**src/rtl/sata_cmd_sequencer_if.sv**
```systemverilog
// Job handshake from the two requesters plus command/status wiring to sata_stack.
interface sata_cmd_sequencer_if;
  logic [1:0]  req_valid;
  logic [1:0]  req_write;
  logic [47:0] req_addr0;
  logic [47:0] req_addr1;
  logic [31:0] req_count0;
  logic [31:0] req_count1;
  logic [1:0]  req_ack;
  logic [1:0]  job_done;
  logic        job_error;
  logic [31:0] job_sectors;
  logic        linkup;
  logic        sata_ready;
  logic        sata_busy;
  logic [7:0]  d2h_status;
  logic        write_data_en;
  logic        read_data_en;
  logic [15:0] sector_count;
  logic [47:0] sector_address;
  logic        command_layer_reset;
  logic        busy;

  modport master (
    output req_valid, req_write, req_addr0, req_addr1, req_count0, req_count1,
    output linkup, sata_ready, sata_busy, d2h_status,
    input  req_ack, job_done, job_error, job_sectors,
    input  write_data_en, read_data_en, sector_count, sector_address,
    input  command_layer_reset, busy
  );

  modport slave (
    input  req_valid, req_write, req_addr0, req_addr1, req_count0, req_count1,
    input  linkup, sata_ready, sata_busy, d2h_status,
    output req_ack, job_done, job_error, job_sectors,
    output write_data_en, read_data_en, sector_count, sector_address,
    output command_layer_reset, busy
  );
endinterface

```
**src/rtl/sata_cmd_sequencer.sv**
```systemverilog
// Two-port round-robin job arbiter that splits sector jobs into chunked sata_stack
// commands, tracks completion/errors and recovers hung commands via command_layer_reset.
module sata_cmd_sequencer #(
  parameter int unsigned MAX_SECTORS    = 256,
  parameter int unsigned TIMEOUT_CYCLES = 1000000
) (
  input logic                 clk,
  input logic                 rst,
  sata_cmd_sequencer_if.slave bus
);
  localparam logic [31:0] MAX_CHUNK = 32'(MAX_SECTORS);
  localparam logic [31:0] TMO_LAST  = 32'(TIMEOUT_CYCLES - 1);

  typedef enum logic [2:0] {
    IDLE, ISSUE, WAIT_BUSY, WAIT_DONE, CHECK, RECOVER, FINISH
  } state_t;

  state_t      state;
  logic        ptr;
  logic        port;
  logic        dir_wr;
  logic        err;
  logic [47:0] addr;
  logic [31:0] remaining;
  logic [31:0] done_sectors;
  logic [31:0] chunk;
  logic [31:0] tmr;

  logic        grant_port;
  logic [31:0] grant_count;
  logic [31:0] cur_chunk;
  logic        link_lost;
  logic        tmr_hit;
  logic        unused_status;

  function automatic logic [31:0] chunk_of(input logic [31:0] rem);
    return (rem < MAX_CHUNK) ? rem : MAX_CHUNK;
  endfunction

  // Only one requester pending wins outright; a tie goes to the priority pointer.
  always_comb begin
    grant_port  = (&bus.req_valid) ? ptr : bus.req_valid[1];
    grant_count = grant_port ? bus.req_count1 : bus.req_count0;
    cur_chunk   = chunk_of(remaining);
    link_lost   = !bus.linkup;
    tmr_hit     = (tmr == TMO_LAST);
  end

  assign unused_status = ^bus.d2h_status[7:1];
  assign bus.busy      = (state != IDLE);

  always_ff @(posedge clk) begin
    if (rst) begin
      state                   <= IDLE;
      ptr                     <= 1'b0;
      port                    <= 1'b0;
      err                     <= 1'b0;
      tmr                     <= '0;
      bus.req_ack             <= '0;
      bus.job_done            <= '0;
      bus.job_error           <= 1'b0;
      bus.job_sectors         <= '0;
      bus.write_data_en       <= 1'b0;
      bus.read_data_en        <= 1'b0;
      bus.sector_count        <= '0;
      bus.sector_address      <= '0;
      bus.command_layer_reset <= 1'b0;
    end else begin
      bus.req_ack             <= '0;
      bus.job_done            <= '0;
      bus.job_error           <= 1'b0;
      bus.job_sectors         <= '0;
      bus.command_layer_reset <= 1'b0;
      case (state)
        IDLE: begin
          if (bus.linkup && bus.sata_ready && (|bus.req_valid)) begin
            bus.req_ack[grant_port] <= 1'b1;
            port         <= grant_port;
            ptr          <= ~grant_port;
            dir_wr       <= bus.req_write[grant_port];
            addr         <= grant_port ? bus.req_addr1 : bus.req_addr0;
            remaining    <= grant_count;
            done_sectors <= '0;
            err          <= 1'b0;
            tmr          <= '0;
            state        <= (grant_count == '0) ? FINISH : ISSUE;
          end
        end
        ISSUE, WAIT_BUSY, WAIT_DONE: begin
          tmr <= tmr + 32'd1;
          if (link_lost || tmr_hit) begin
            bus.write_data_en       <= 1'b0;
            bus.read_data_en        <= 1'b0;
            bus.command_layer_reset <= 1'b1;
            err                     <= 1'b1;
            state                   <= RECOVER;
          end else if (state == ISSUE) begin
            chunk              <= cur_chunk;
            bus.sector_count   <= cur_chunk[15:0];
            bus.sector_address <= addr;
            bus.write_data_en  <= dir_wr;
            bus.read_data_en   <= ~dir_wr;
            state              <= WAIT_BUSY;
          end else if (state == WAIT_BUSY) begin
            if (bus.sata_busy) begin
              bus.write_data_en <= 1'b0;
              bus.read_data_en  <= 1'b0;
              state             <= WAIT_DONE;
            end
          end else if (!bus.sata_busy && bus.sata_ready) begin
            state <= CHECK;
          end
        end
        CHECK: begin
          if (link_lost) begin
            bus.command_layer_reset <= 1'b1;
            err                     <= 1'b1;
            state                   <= RECOVER;
          end else if (bus.d2h_status[0]) begin
            err   <= 1'b1;
            state <= FINISH;
          end else begin
            done_sectors <= done_sectors + chunk;
            remaining    <= remaining - chunk;
            addr         <= addr + {16'd0, chunk};
            tmr          <= '0;
            state        <= (remaining == chunk) ? FINISH : ISSUE;
          end
        end
        // The reset pulse occupies the first RECOVER cycle; only then is ready trusted.
        RECOVER: begin
          if (!bus.command_layer_reset && bus.sata_ready) state <= FINISH;
        end
        FINISH: begin
          bus.job_done[port] <= 1'b1;
          bus.job_error      <= err;
          bus.job_sectors    <= done_sectors;
          state              <= IDLE;
        end
        default: state <= IDLE;
      endcase
    end
  end
endmodule

```
**src/flat_wrapper.sv**
```systemverilog
// flat-port wrapper written by rule: the top's interface ports become plain ports
module sata_cmd_sequencer_flat 
#(
  parameter int unsigned MAX_SECTORS    = 256,
  parameter int unsigned TIMEOUT_CYCLES = 1000000
)
  (clk, rst, bus_req_valid, bus_req_write, bus_req_addr0, bus_req_addr1, bus_req_count0, bus_req_count1, bus_linkup, bus_sata_ready, bus_sata_busy, bus_d2h_status, bus_req_ack, bus_job_done, bus_job_error, bus_job_sectors, bus_write_data_en, bus_read_data_en, bus_sector_count, bus_sector_address, bus_command_layer_reset, bus_busy);
  sata_cmd_sequencer_if bus_i ();
  input logic clk;
  input logic rst;
  input wire logic [$bits(bus_i.req_valid)-1:0] bus_req_valid;
  input wire logic [$bits(bus_i.req_write)-1:0] bus_req_write;
  input wire logic [$bits(bus_i.req_addr0)-1:0] bus_req_addr0;
  input wire logic [$bits(bus_i.req_addr1)-1:0] bus_req_addr1;
  input wire logic [$bits(bus_i.req_count0)-1:0] bus_req_count0;
  input wire logic [$bits(bus_i.req_count1)-1:0] bus_req_count1;
  input wire logic [$bits(bus_i.linkup)-1:0] bus_linkup;
  input wire logic [$bits(bus_i.sata_ready)-1:0] bus_sata_ready;
  input wire logic [$bits(bus_i.sata_busy)-1:0] bus_sata_busy;
  input wire logic [$bits(bus_i.d2h_status)-1:0] bus_d2h_status;
  output wire logic [$bits(bus_i.req_ack)-1:0] bus_req_ack;
  output wire logic [$bits(bus_i.job_done)-1:0] bus_job_done;
  output wire logic [$bits(bus_i.job_error)-1:0] bus_job_error;
  output wire logic [$bits(bus_i.job_sectors)-1:0] bus_job_sectors;
  output wire logic [$bits(bus_i.write_data_en)-1:0] bus_write_data_en;
  output wire logic [$bits(bus_i.read_data_en)-1:0] bus_read_data_en;
  output wire logic [$bits(bus_i.sector_count)-1:0] bus_sector_count;
  output wire logic [$bits(bus_i.sector_address)-1:0] bus_sector_address;
  output wire logic [$bits(bus_i.command_layer_reset)-1:0] bus_command_layer_reset;
  output wire logic [$bits(bus_i.busy)-1:0] bus_busy;
  assign bus_i.req_valid = bus_req_valid;
  assign bus_i.req_write = bus_req_write;
  assign bus_i.req_addr0 = bus_req_addr0;
  assign bus_i.req_addr1 = bus_req_addr1;
  assign bus_i.req_count0 = bus_req_count0;
  assign bus_i.req_count1 = bus_req_count1;
  assign bus_i.linkup = bus_linkup;
  assign bus_i.sata_ready = bus_sata_ready;
  assign bus_i.sata_busy = bus_sata_busy;
  assign bus_i.d2h_status = bus_d2h_status;
  assign bus_req_ack = bus_i.req_ack;
  assign bus_job_done = bus_i.job_done;
  assign bus_job_error = bus_i.job_error;
  assign bus_job_sectors = bus_i.job_sectors;
  assign bus_write_data_en = bus_i.write_data_en;
  assign bus_read_data_en = bus_i.read_data_en;
  assign bus_sector_count = bus_i.sector_count;
  assign bus_sector_address = bus_i.sector_address;
  assign bus_command_layer_reset = bus_i.command_layer_reset;
  assign bus_busy = bus_i.busy;
  sata_cmd_sequencer #(.MAX_SECTORS(MAX_SECTORS), .TIMEOUT_CYCLES(TIMEOUT_CYCLES)) u_core (.clk(clk), .rst(rst), .bus(bus_i));
endmodule
```
**config.mk**
```make
export PLATFORM = sky130hd
export DESIGN_NAME = sata_cmd_sequencer_flat
export DESIGN_NICKNAME = d
export VERILOG_FILES = /design/src/rtl/sata_cmd_sequencer_if.sv /design/src/rtl/sata_cmd_sequencer.sv /design/src/flat_wrapper.sv
export SDC_FILE = /design/constraint.sdc
export NUM_CORES = 1
export LEC_CHECK = 0
export BUFFER_PORTS_ARGS = -buffer_cell sky130_fd_sc_hd__buf_4
export CORE_MARGIN = 2
export CORE_UTILIZATION = 40
export CTS_BUF_LIST = sky130_fd_sc_hd__clkbuf_8
export CTS_CLUSTER_SIZE = 12
export DETAILED_ROUTE_END_ITERATION = 10
export GPL_ROUTABILITY_DRIVEN = 0
export SLEW_MARGIN = 15
export SYNTH_ARGS = -nofsm -noshare
export SYNTH_HDL_FRONTEND = slang
export SYNTH_SLANG_ARGS = --single-unit
```
**constraint.sdc**
```tcl
create_clock -name clk -period 18.5 [get_ports clk]
set_input_delay 1.85 -clock clk [delete_from_list [all_inputs] [get_ports clk]]
set_output_delay 1.85 -clock clk [all_outputs]
set_load 0.005 [all_outputs]
```
==> qor.yml <==
timing:
  fmax_mhz: 235.4
  setup_tns_ns: 0
  setup_viol: 0
  relSlewSlack_pct: 26.70
  slew_viol_final: 0
  fin_skew_ns: 0.01717
  fin_crit_sh_pct: 22.96
  period_needed_ns: 4.248
  hold_viol: 0
  grt_setup_unrepaired: "no"
  worst_pin_slew_ns: 1.090
cells_and_area:
  final_util_pct: 49.01
  num_antenna_cells: 0
  final_area_um2: 20560
  syn2layout_area_growth_pct: 20.84
  layout-drive-gt1-share_pct: 18.68
  nets: 2435
worst_setup_path:
  path_cells: "buf_4 > nor2b_1 > nand2_1 > o21ai_0 > nand2_1 > nor2_4 > buf_4 > buf_4"
  cp_slowest_stage_delay_ns: 0.73
  required_ns: 18.74
  crit_buf_inv: 3
  cp_common_cell: "buf_4"
  r2r_slack_ns: 14.54
  criticalPathCategory: "input pin to flop"
  crit_family: "buffers and inverters"
  crit_fanout: 53
  end_kind: "flop"
  cp-start-kind: "input pin"
  slowest_stage: "buf_4"
  worstPathArrival_ns: 4.48
clock_network:
  ctsResizeCount: 0
  cts_setup_buffers: 0
  cts.clk_slew.worst_paths_ns: 0.06
  cts_hold_buf: 0
  cts-root-buf: "clkbuf_8"
  cts_num_sinks: 287
  cts_tree: "yes"
  cts_buffer_depth: 3
  cts-buffers-inserted: 49
  clk_latency_ns: 0.61
  h-tree-depth: 2
synth:
  synthTopCellsByArea: "edfxtp_1 (26%), dfxtp_1 (17%), ha_1 (7.0%), nand2_1 (5.6%), a21oi_1 (5.5%)"
  synth_commonest_cells: "nand2_1 (256), a21oi_1 (188), edfxtp_1 (145), dfxtp_1 (142), nor2_1 (138)"
  yosysTopAreaCell: "edfxtp_1"
  syn_area_um2: 17010
  syn_inst: 1885
  ys_warn_count: 0
  synth_edf_count: 145
  yosys_register_bits: 287
  synth.top_cell.area_share_pct: 25.60
  synthArstFlopShare_pct: 0
  synthDistinctLibCells: 83
  synth.most_common_cell: "nand2_1"
  syn_avg_cell_area_um2: 9.025
  yosysSeqAreaShare_pct: 42.31
  synth_ff_type: "edfxtp_1"
flow_run:
  max-cap-violations: 0
global_routing:
  grt_overflow_total: 0
  antenna_found_initial: 0
  grt_max_degree: 81
  grt_pass1_vias: 14150
  grtUsageTotal_pct: 21.72
  grt_pass1_wl_mm: 75.89
drt:
  post_drt_wl_per_cell_um: 17.99
  route.detailed.vias_per_inst: 5.392
  drcViolationCount: 0
  vias: 14740
  ant_nets: 0
  drt_iter0_markers: 828
  first_pass_iters: 5
  routed_wl_mm: 49.19
floorplan:
  die-area_um2: 44190
  die_width_um: 210.2
  rows: 75
  io-pin-count: 282
  start_util_pct: 40.55
  coreArea_um2: 41950
  die_y_um: 210.2
min_path:
  holdCritPathClass: "flop to flop"
place:
  dpl-instance-area_um2: 19640
  dp_hpwl_mm: 36.53
  portBuffers: 274
run_status:
  outcome: "complete, no violations"
power_and_ir_drop:
  vdd_drop_max_v: 0.00003979
  leakage_uw: 0.008463
  power_density_nw_per_um2: 73.08
==> logic make-up after synthesis <==
kind of cell	after synthesis	synth area share, %
buffers and inverters	141	3.148
adders and majority gates	98	7.340
xor gates and xnor gates	109	5.612
muxes	86	5.274
AOI/OAI and AO/OA	483	17.32
and+or+nand+nor	680	18.98
other	1	0.02204
DFF	287	42.31
==> state kept, by name (all words and copies together), names as in the netlist, 2 cells and up <==
register	cells
u_core.addr	48
u_core.bus.sector_address	48
u_core.bus.job_sectors	32
u_core.chunk	32
u_core.done_sectors	32
u_core.remaining	32
u_core.tmr	32
u_core.bus.sector_count	16
u_core.state	3
u_core.bus.job_done	2
u_core.bus.req_ack	2
==> layout make-up <==
class                   count  area (µm²)
inverters                  58       217.7
fillers                  4002       21390
flip-flops and latches    287        7197
repair buffers            285        2140
clock inverters            27       106.4
well taps                 539       674.4
clock buffers              59       812.0
multi-input cells        1479        9409
==> per-layer routing <==
metal,vias up,global-route usage (%),wire (µm)
li1,7315,-,-
met1,6948,28.34,21940
met2,392,36.23,23300
met3,87,2.920,2153
met4,0,9.220,1792
met5,-,0,0
==> path summary, 6_finish.rpt <==
| path | startpoint | endpoint | cells after the start |
|---|---|---|---|
| setup reg to reg | u_core.chunk[0] | u_core.done_sectors[24] | 11 |
| hold / removal | u_core.port | u_core.bus.job_done[0] | 1 |
| hold reg to reg | u_core.port | u_core.bus.job_done[0] | 1 |
| setup / recovery | bus_linkup | u_core.addr[20] | 8 |
==> layout by cell type, fill, tap and decap left out, drive strengths merged, types with 4 or more instances in the layout <==
cell,count
edfxtp,145
conb,23
a31oi,14
nand3,45
o21a,15
inv,77
clkbuf,59
nor4,32
o21ai,129
nor3,31
and3,15
nand2,256
mux2i,57
o21bai,15
a21o,44
mux2,29
clkinv,8
a2111oi,5
o31ai,6
o211ai,10
ha,95
xor2,51
nor2,139
buf,285
nand4,18
a211oi,16
a21oi,189
xnor2,58
nor4b,4
or2,8
nand2b,17
and2,61
a21boi,4
nor2b,14
nor3b,6
or3,22
dfxtp,142
==> where the power goes <==
group | leakage (µW) | internal [µW] | switching (µW)
Combinational | 0.00546 | 108 | 141
Sequential | 0.00246 | 693 | 15.5
Clock | 0.000547 | 286 | 259
==> stage by stage <==
step                      hold slack, ns  std cells  setup WS (ns)  total power (µW)
after detailed placement          0.4351       2648          13.59             969.7
after global routing              0.4716       2734          13.99              1575
after CTS                         0.4439       2734          14.27              1522
after global placement            0.4240       2648          13.62             965.3
after floorplan                   0.4060       1907          10.98             876.3
final                             0.4428       2734          14.25              1502
Note: power is estimated with default switching activity, not from simulation.
